### config.mk
export PLATFORM = sky130hd
export DESIGN_NAME = spi_master_sequencer
export DESIGN_NICKNAME = d
export VERILOG_FILES = /design/src/rtl/spi_master_sequencer.sv
export SDC_FILE = /design/constraint.sdc
export NUM_CORES = 1
export LEC_CHECK = 0
export CAP_MARGIN = 10
export CORE_MARGIN = 2
export CORE_UTILIZATION = 25
export DETAILED_ROUTE_END_ITERATION = 7
export SETUP_SLACK_MARGIN = 0.5
export SLEW_MARGIN = 20
export SYNTH_ARGS = -nofsm -noshare
export SYNTH_HDL_FRONTEND = slang
export SYNTH_SLANG_ARGS = --single-unit
### constraint.sdc
create_clock -name Clk_i -period 3.3 [get_ports Clk_i]
set_input_delay 0.99 -clock Clk_i [delete_from_list [all_inputs] [get_ports Clk_i]]
set_output_delay 0.99 -clock Clk_i [all_outputs]
set_load 0.01 [all_outputs]
### src/rtl/spi_master_sequencer.sv
// Command/response sequencer for the SPI master control port: queues byte commands,
// issues them one at a time with the toXmit/ss/strobe handshake and queues tagged responses.
module spi_master_sequencer #(
    parameter int DEPTH   = 4,
    parameter int TIMEOUT = 255
) (
    input  logic       Clk_i,
    input  logic       Rst_ni,
    input  logic       cmd_valid_i,
    output logic       cmd_ready_o,
    input  logic [7:0] cmd_data_i,
    input  logic [1:0] cmd_ss_i,
    output logic       rsp_valid_o,
    input  logic       rsp_ready_i,
    output logic [7:0] rsp_data_o,
    output logic [1:0] rsp_ss_o,
    output logic       rsp_err_o,
    output logic [7:0] m_toXmit_o,
    output logic [1:0] m_ss_o,
    output logic       m_strobe_o,
    input  logic [7:0] m_Rcvd_i,
    input  logic       m_Ready_i,
    input  logic       m_XmitFull_i,
    input  logic       m_busy_i,
    output logic       idle_o
);

    localparam int AW = (DEPTH > 1) ? $clog2(DEPTH) : 1;
    localparam int CW = $clog2(DEPTH + 1);
    localparam int TW = $clog2(TIMEOUT + 1);

    typedef enum logic [1:0] {ST_IDLE, ST_ISSUE, ST_WAIT, ST_PUSH} state_t;

    typedef struct packed {
        logic [7:0] data;
        logic [1:0] ss;
        logic       err;
    } rsp_t;

    // Both queue ports use valid/ready: a beat moves on a clock edge where valid and
    // ready are both high; valid never depends on ready in this block.
    state_t          state;
    logic [7:0]      cmd_data_mem [DEPTH];
    logic [1:0]      cmd_ss_mem   [DEPTH];
    logic [AW-1:0]   cmd_wr_ptr;
    logic [AW-1:0]   cmd_rd_ptr;
    logic [CW-1:0]   cmd_cnt;
    logic [CW-1:0]   cmd_cnt_nxt;
    logic            cmd_ready_q;
    logic            cmd_push;
    logic            cmd_pop;

    rsp_t            rsp_mem [DEPTH];
    logic [AW-1:0]   rsp_wr_ptr;
    logic [AW-1:0]   rsp_rd_ptr;
    logic [CW-1:0]   rsp_cnt;
    logic            rsp_push;
    logic            rsp_pop;
    rsp_t            rsp_head;
    rsp_t            rsp_wr;

    logic [7:0]      tx_data_q;
    logic [1:0]      ss_q;
    logic            strobe_q;
    logic [7:0]      res_data_q;
    logic            res_err_q;
    logic [TW-1:0]   tmo_cnt;
    logic            ready_q;
    logic            issue;
    logic [1:0]      head_ss;

    function automatic logic is_onehot(input logic [1:0] s);
        return (s == 2'b01) || (s == 2'b10);
    endfunction

    assign head_ss  = cmd_ss_mem[cmd_rd_ptr];
    assign issue    = (state == ST_IDLE) && (cmd_cnt != '0) && (rsp_cnt < CW'(DEPTH))
                      && !m_busy_i && !m_XmitFull_i;
    assign cmd_push = cmd_valid_i && cmd_ready_q;
    assign cmd_pop  = issue;
    assign cmd_cnt_nxt = cmd_cnt + CW'(cmd_push) - CW'(cmd_pop);

    always_ff @(posedge Clk_i) begin
        if (cmd_push) begin
            cmd_data_mem[cmd_wr_ptr] <= cmd_data_i;
            cmd_ss_mem[cmd_wr_ptr]   <= cmd_ss_i;
        end
    end

    // Ready is registered from the next count, so a pop while full frees the slot a cycle later.
    always_ff @(posedge Clk_i or negedge Rst_ni) begin
        if (!Rst_ni) begin
            cmd_wr_ptr  <= '0;
            cmd_rd_ptr  <= '0;
            cmd_cnt     <= '0;
            cmd_ready_q <= 1'b1;
        end else begin
            if (cmd_push) cmd_wr_ptr <= cmd_wr_ptr + AW'(1);
            if (cmd_pop)  cmd_rd_ptr <= cmd_rd_ptr + AW'(1);
            cmd_cnt     <= cmd_cnt_nxt;
            cmd_ready_q <= (cmd_cnt_nxt != CW'(DEPTH));
        end
    end

    assign rsp_push = (state == ST_PUSH);
    assign rsp_pop  = (rsp_cnt != '0) && rsp_ready_i;
    assign rsp_wr   = '{data: res_data_q, ss: ss_q, err: res_err_q};
    assign rsp_head = rsp_mem[rsp_rd_ptr];

    always_ff @(posedge Clk_i or negedge Rst_ni) begin
        if (!Rst_ni) begin
            rsp_wr_ptr <= '0;
            rsp_rd_ptr <= '0;
            rsp_cnt    <= '0;
            for (int i = 0; i < DEPTH; i++) rsp_mem[i] <= '0;
        end else begin
            if (rsp_push) begin
                rsp_mem[rsp_wr_ptr] <= rsp_wr;
                rsp_wr_ptr          <= rsp_wr_ptr + AW'(1);
            end
            if (rsp_pop) rsp_rd_ptr <= rsp_rd_ptr + AW'(1);
            rsp_cnt <= rsp_cnt + CW'(rsp_push) - CW'(rsp_pop);
        end
    end

    // Timeout exits one count early because the PUSH cycle adds one more before the response shows.
    always_ff @(posedge Clk_i or negedge Rst_ni) begin
        if (!Rst_ni) begin
            state      <= ST_IDLE;
            tx_data_q  <= '0;
            ss_q       <= '0;
            strobe_q   <= 1'b0;
            res_data_q <= '0;
            res_err_q  <= 1'b0;
            tmo_cnt    <= '0;
            ready_q    <= 1'b0;
        end else begin
            case (state)
                ST_IDLE: begin
                    strobe_q <= 1'b0;
                    if (issue) begin
                        tx_data_q <= cmd_data_mem[cmd_rd_ptr];
                        ss_q      <= head_ss;
                        if (is_onehot(head_ss)) begin
                            state <= ST_ISSUE;
                        end else begin
                            res_data_q <= '0;
                            res_err_q  <= 1'b1;
                            state      <= ST_PUSH;
                        end
                    end
                end
                ST_ISSUE: begin
                    strobe_q <= 1'b1;
                    tmo_cnt  <= '0;
                    ready_q  <= m_Ready_i;
                    state    <= ST_WAIT;
                end
                ST_WAIT: begin
                    strobe_q <= 1'b0;
                    ready_q  <= m_Ready_i;
                    tmo_cnt  <= tmo_cnt + TW'(1);
                    if (m_Ready_i && !ready_q) begin
                        res_data_q <= m_Rcvd_i;
                        res_err_q  <= 1'b0;
                        state      <= ST_PUSH;
                    end else if (tmo_cnt == TW'(TIMEOUT - 2)) begin
                        res_data_q <= '0;
                        res_err_q  <= 1'b1;
                        state      <= ST_PUSH;
                    end
                end
                ST_PUSH: begin
                    strobe_q <= 1'b0;
                    state    <= ST_IDLE;
                end
                default: state <= ST_IDLE;
            endcase
        end
    end

    assign cmd_ready_o = cmd_ready_q;
    assign rsp_valid_o = (rsp_cnt != '0);
    assign rsp_data_o  = rsp_head.data;
    assign rsp_ss_o    = rsp_head.ss;
    assign rsp_err_o   = rsp_head.err;
    assign m_toXmit_o  = tx_data_q;
    assign m_ss_o      = ss_q;
    assign m_strobe_o  = strobe_q;
    assign idle_o      = (cmd_cnt == '0) && (rsp_cnt == '0) && (state == ST_IDLE);

endmodule

==> out/metrics.csv <==
metric;value;unit
status;finished clean;
CTS sink count;130;
htree depth;4;
DRC viols;0;
P_leak;3.02;nW
most frequent cells in the layout;dfrtp_1 (87), mux2_2 (52), edfxtp_1 (40);
vias in the first global route;3434;
Total GRT Usage;10.5;%
Worst EP arrival;1.75;ns
slew margin rel.;54.1;%
via density per instance;4.45;
endpoints failing setup;0;
grt total ovfl;0;
Synth async-reset ratio;69.2;%
commonest non-fill, non-tap cell in the layout;dfrtp_1;
clk buf depth;2;
max-capacitance violation count;0;
PwrDens;951;nW/um2
Rows;55;
Setup crit end kind;output pin;
Avg Cell Area, Syn;15.9;um2
Slew @ Worst Pin;0.687;ns
worst reg2reg path depth;12;
met3 Use GR;2.49;%
Pins Over Slew Limit;0;
hold path endpoint;rsp_mem[11];
Post-synth EDFFs;40;
met1 usage;12.5;%
Filler cells;2187;
starting density of the core;25.2;%
ys flop type;dfrtp_1;
Final min period;2.74;ns
Die ar.;23900;um2
Final Cycle Share;83.1;%
Layout Nets;468;
largest net degree at the start of global routing;47;
GPL Wtd Cong;0.737;
routed wire length;11800;um
Max IR drop VDD;391;uV
layout cell share with drive strength beyond 1;33.1;%
type of the worst min-delay path;reg -> reg;
RSZ-0062 raised after global routing;yes;
Layout Cells excl Fill;720;
n_diodes;0;
Max Fclk;365;MHz
Routed Antenna Nets;0;
CTS Buf Count;17;
Synthesized Nets;402;
reg2reg end;cmd_ready_o;
Reg clk slew, reported paths;0.06;ns
WHS;0.481;ns
synthesized flop and latch total;130;
total power;6.84;mW
DPL Wire Length;7860;um
Unique masters post-synth;43;
yosys warns;0;
Clk Latency, worst-skew pair;0.41;ns
vias;3204;
GRT Max-Usage Layer;met2;
Setup crit start kind;register;
register area share after synthesis;61.1;%
post-placement cell count;683;
height of the die;154;um
count of port buffers added during placement;49;
Ports;50;
chip width;154;um
initial antenna violation count;0;
dpl ws;-0.148;ns
final hold violations;0;
Routed WL per cell;16.4;um
Reg-to-Reg Start;state[0];
crit path kind;reg -> out;
Core Area;22400;um2
Worst Hold Depth;2;
Syn Std Cell Area;5660;um2
DRT Pass-1 Iters;4;
Setup WS post-layout;0.558;ns
Clock Tree Root;clkbuf_16;
Detailed Route Iter0 Violations;174;
worst reg2reg setup slack;0.69;ns
Worst Clk Skew;0.00768;ns
CTS tree;built;
worst min-delay path startpoint;rsp_mem[11];
M2 GR Usage;18.3;%
CP required;2.31;ns
Synth-to-Final Area Change;27.2;%
global-route wire length before repair;19000;um
critical path peak fanout;4;
cell count after synthesis;356;
layer usage:
metal  vias to the layer above  wire [um]
li1                       1460          -
met1                      1672       5050
met2                        59       6200
met3                        13        369
met4                         0        159
met5                         -          0
cell usage after synthesis, types with 2 or more instances:
| cell type | instances | area [um2] |
|---|---|---|
| dfrtp_1 | 89 | 2230 |
| mux2_2 | 52 | 586 |
| edfxtp_1 | 40 | 1200 |
| mux4_2 | 22 | 495 |
| ha_1 | 19 | 238 |
| inv_1 | 19 | 71.3 |
| nand2_1 | 16 | 60.1 |
| o21ai_0 | 11 | 55.1 |
| xnor2_1 | 10 | 87.6 |
| a32o_1 | 8 | 80.1 |
| clkbuf_1 | 7 | 26.3 |
| nor2_1 | 6 | 22.5 |
| mux2i_1 | 5 | 50.1 |
| or3_1 | 5 | 31.3 |
| xor2_1 | 5 | 43.8 |
| and3_1 | 4 | 25.0 |
| nand3_1 | 4 | 20.0 |
| a21oi_1 | 2 | 10.0 |
| a22o_1 | 2 | 17.5 |
| buf_2 | 2 | 10.0 |
| buf_4 | 2 | 15.0 |
| buf_6 | 2 | 22.5 |
| fa_1 | 2 | 40.0 |
| nand3b_1 | 2 | 15.0 |
| nand4_1 | 2 | 12.5 |
cell families after synthesis:
| logic type | synth area share, % |
|---|---|
| flops | 61.1 |
| simple gates | 5.40 |
| buf+inv | 2.63 |
| xor+xnor | 2.32 |
| compound gates | 3.69 |
| mux | 20.0 |
| fa+ha+maj | 4.91 |
what timing repair did:
item | CTS | global route
endpoints found under the setup margin | 14 | 7
pin swaps | 7 | 0
setup buffers | 3 | 2
hold buffers | 0 | 0
resized for setup | 31 | 8
power by group:
| group | internal (mW) | switching [mW] | leakage (nW) | total (mW) |
|---|---|---|---|---|
| sequential | 2.22 | 0.391 | 1.52 | 2.61 |
| clock | 1.25 | 0.698 | 0.304 | 1.94 |
| combinational | 1.25 | 1.04 | 1.19 | 2.28 |
| total | 4.71 | 2.13 | 3.02 | 6.84 |
state kept, by name, summed over array words and instances, names as in the netlist, 3 cells and up:
name and count:
cmd_ss_mem 8, rsp_mem 44, res_data_q 8, cmd_data_mem 32, rsp_cnt 3, m_toXmit_o 8
cmd_cnt 3, tmo_cnt 8
how the worst max path moves through the flow:
| stage | startpoint | to | slack (ns) | depth (start not counted) |
|---|---|---|---|---|
| 2_1_floorplan | m_XmitFull_i | cmd_ready_o | 0.19 | 11 |
| 3_3_place_gp | m_XmitFull_i | cmd_ready_o | -0.06 | 11 |
| 3_5_place_dp | m_XmitFull_i | cmd_ready_o | -0.15 | 11 |
| 4_1_cts | rsp_rd_ptr[0] | rsp_err_o | 0.49 | 3 |
| 5_1_grt | m_busy_i | cmd_ready_o | 0.47 | 11 |
| 6_report | rsp_rd_ptr[0] | rsp_ss_o[0] | 0.56 | 4 |
layout make-up:
cell class                      count  area [um2]  area share (%)
Clock inverter                     10         118            1.63
Inverter                           19        71.3           0.991
Sequential cell                   130        3460            48.0
Timing Repair Buffer               61         581            8.07
Clock buffer                       22         507            7.04
Multi-Input combinational cell    193        2110            29.3
Tap cell                          285         357            4.96
worst max-delay path: stages (launching register included):
cell     delay [ns]
dfrtp_2        0.41
buf_4          0.13
buf_6          0.11
mux4_2         0.55
buf_6          0.15
through the flow:
step	cell area (um2)	setup TNS [ns]	utilization [%]
2_1_floorplan	5700	0	-
3_3_place_gp	6530	-0.0603	29.1
3_5_place_dp	6530	-0.199	29.1
4_1_cts	7170	0	31.9
5_1_grt	7200	0	32.1
6_report	7200	0	32.1
Power figures use the tool's default switching activity.
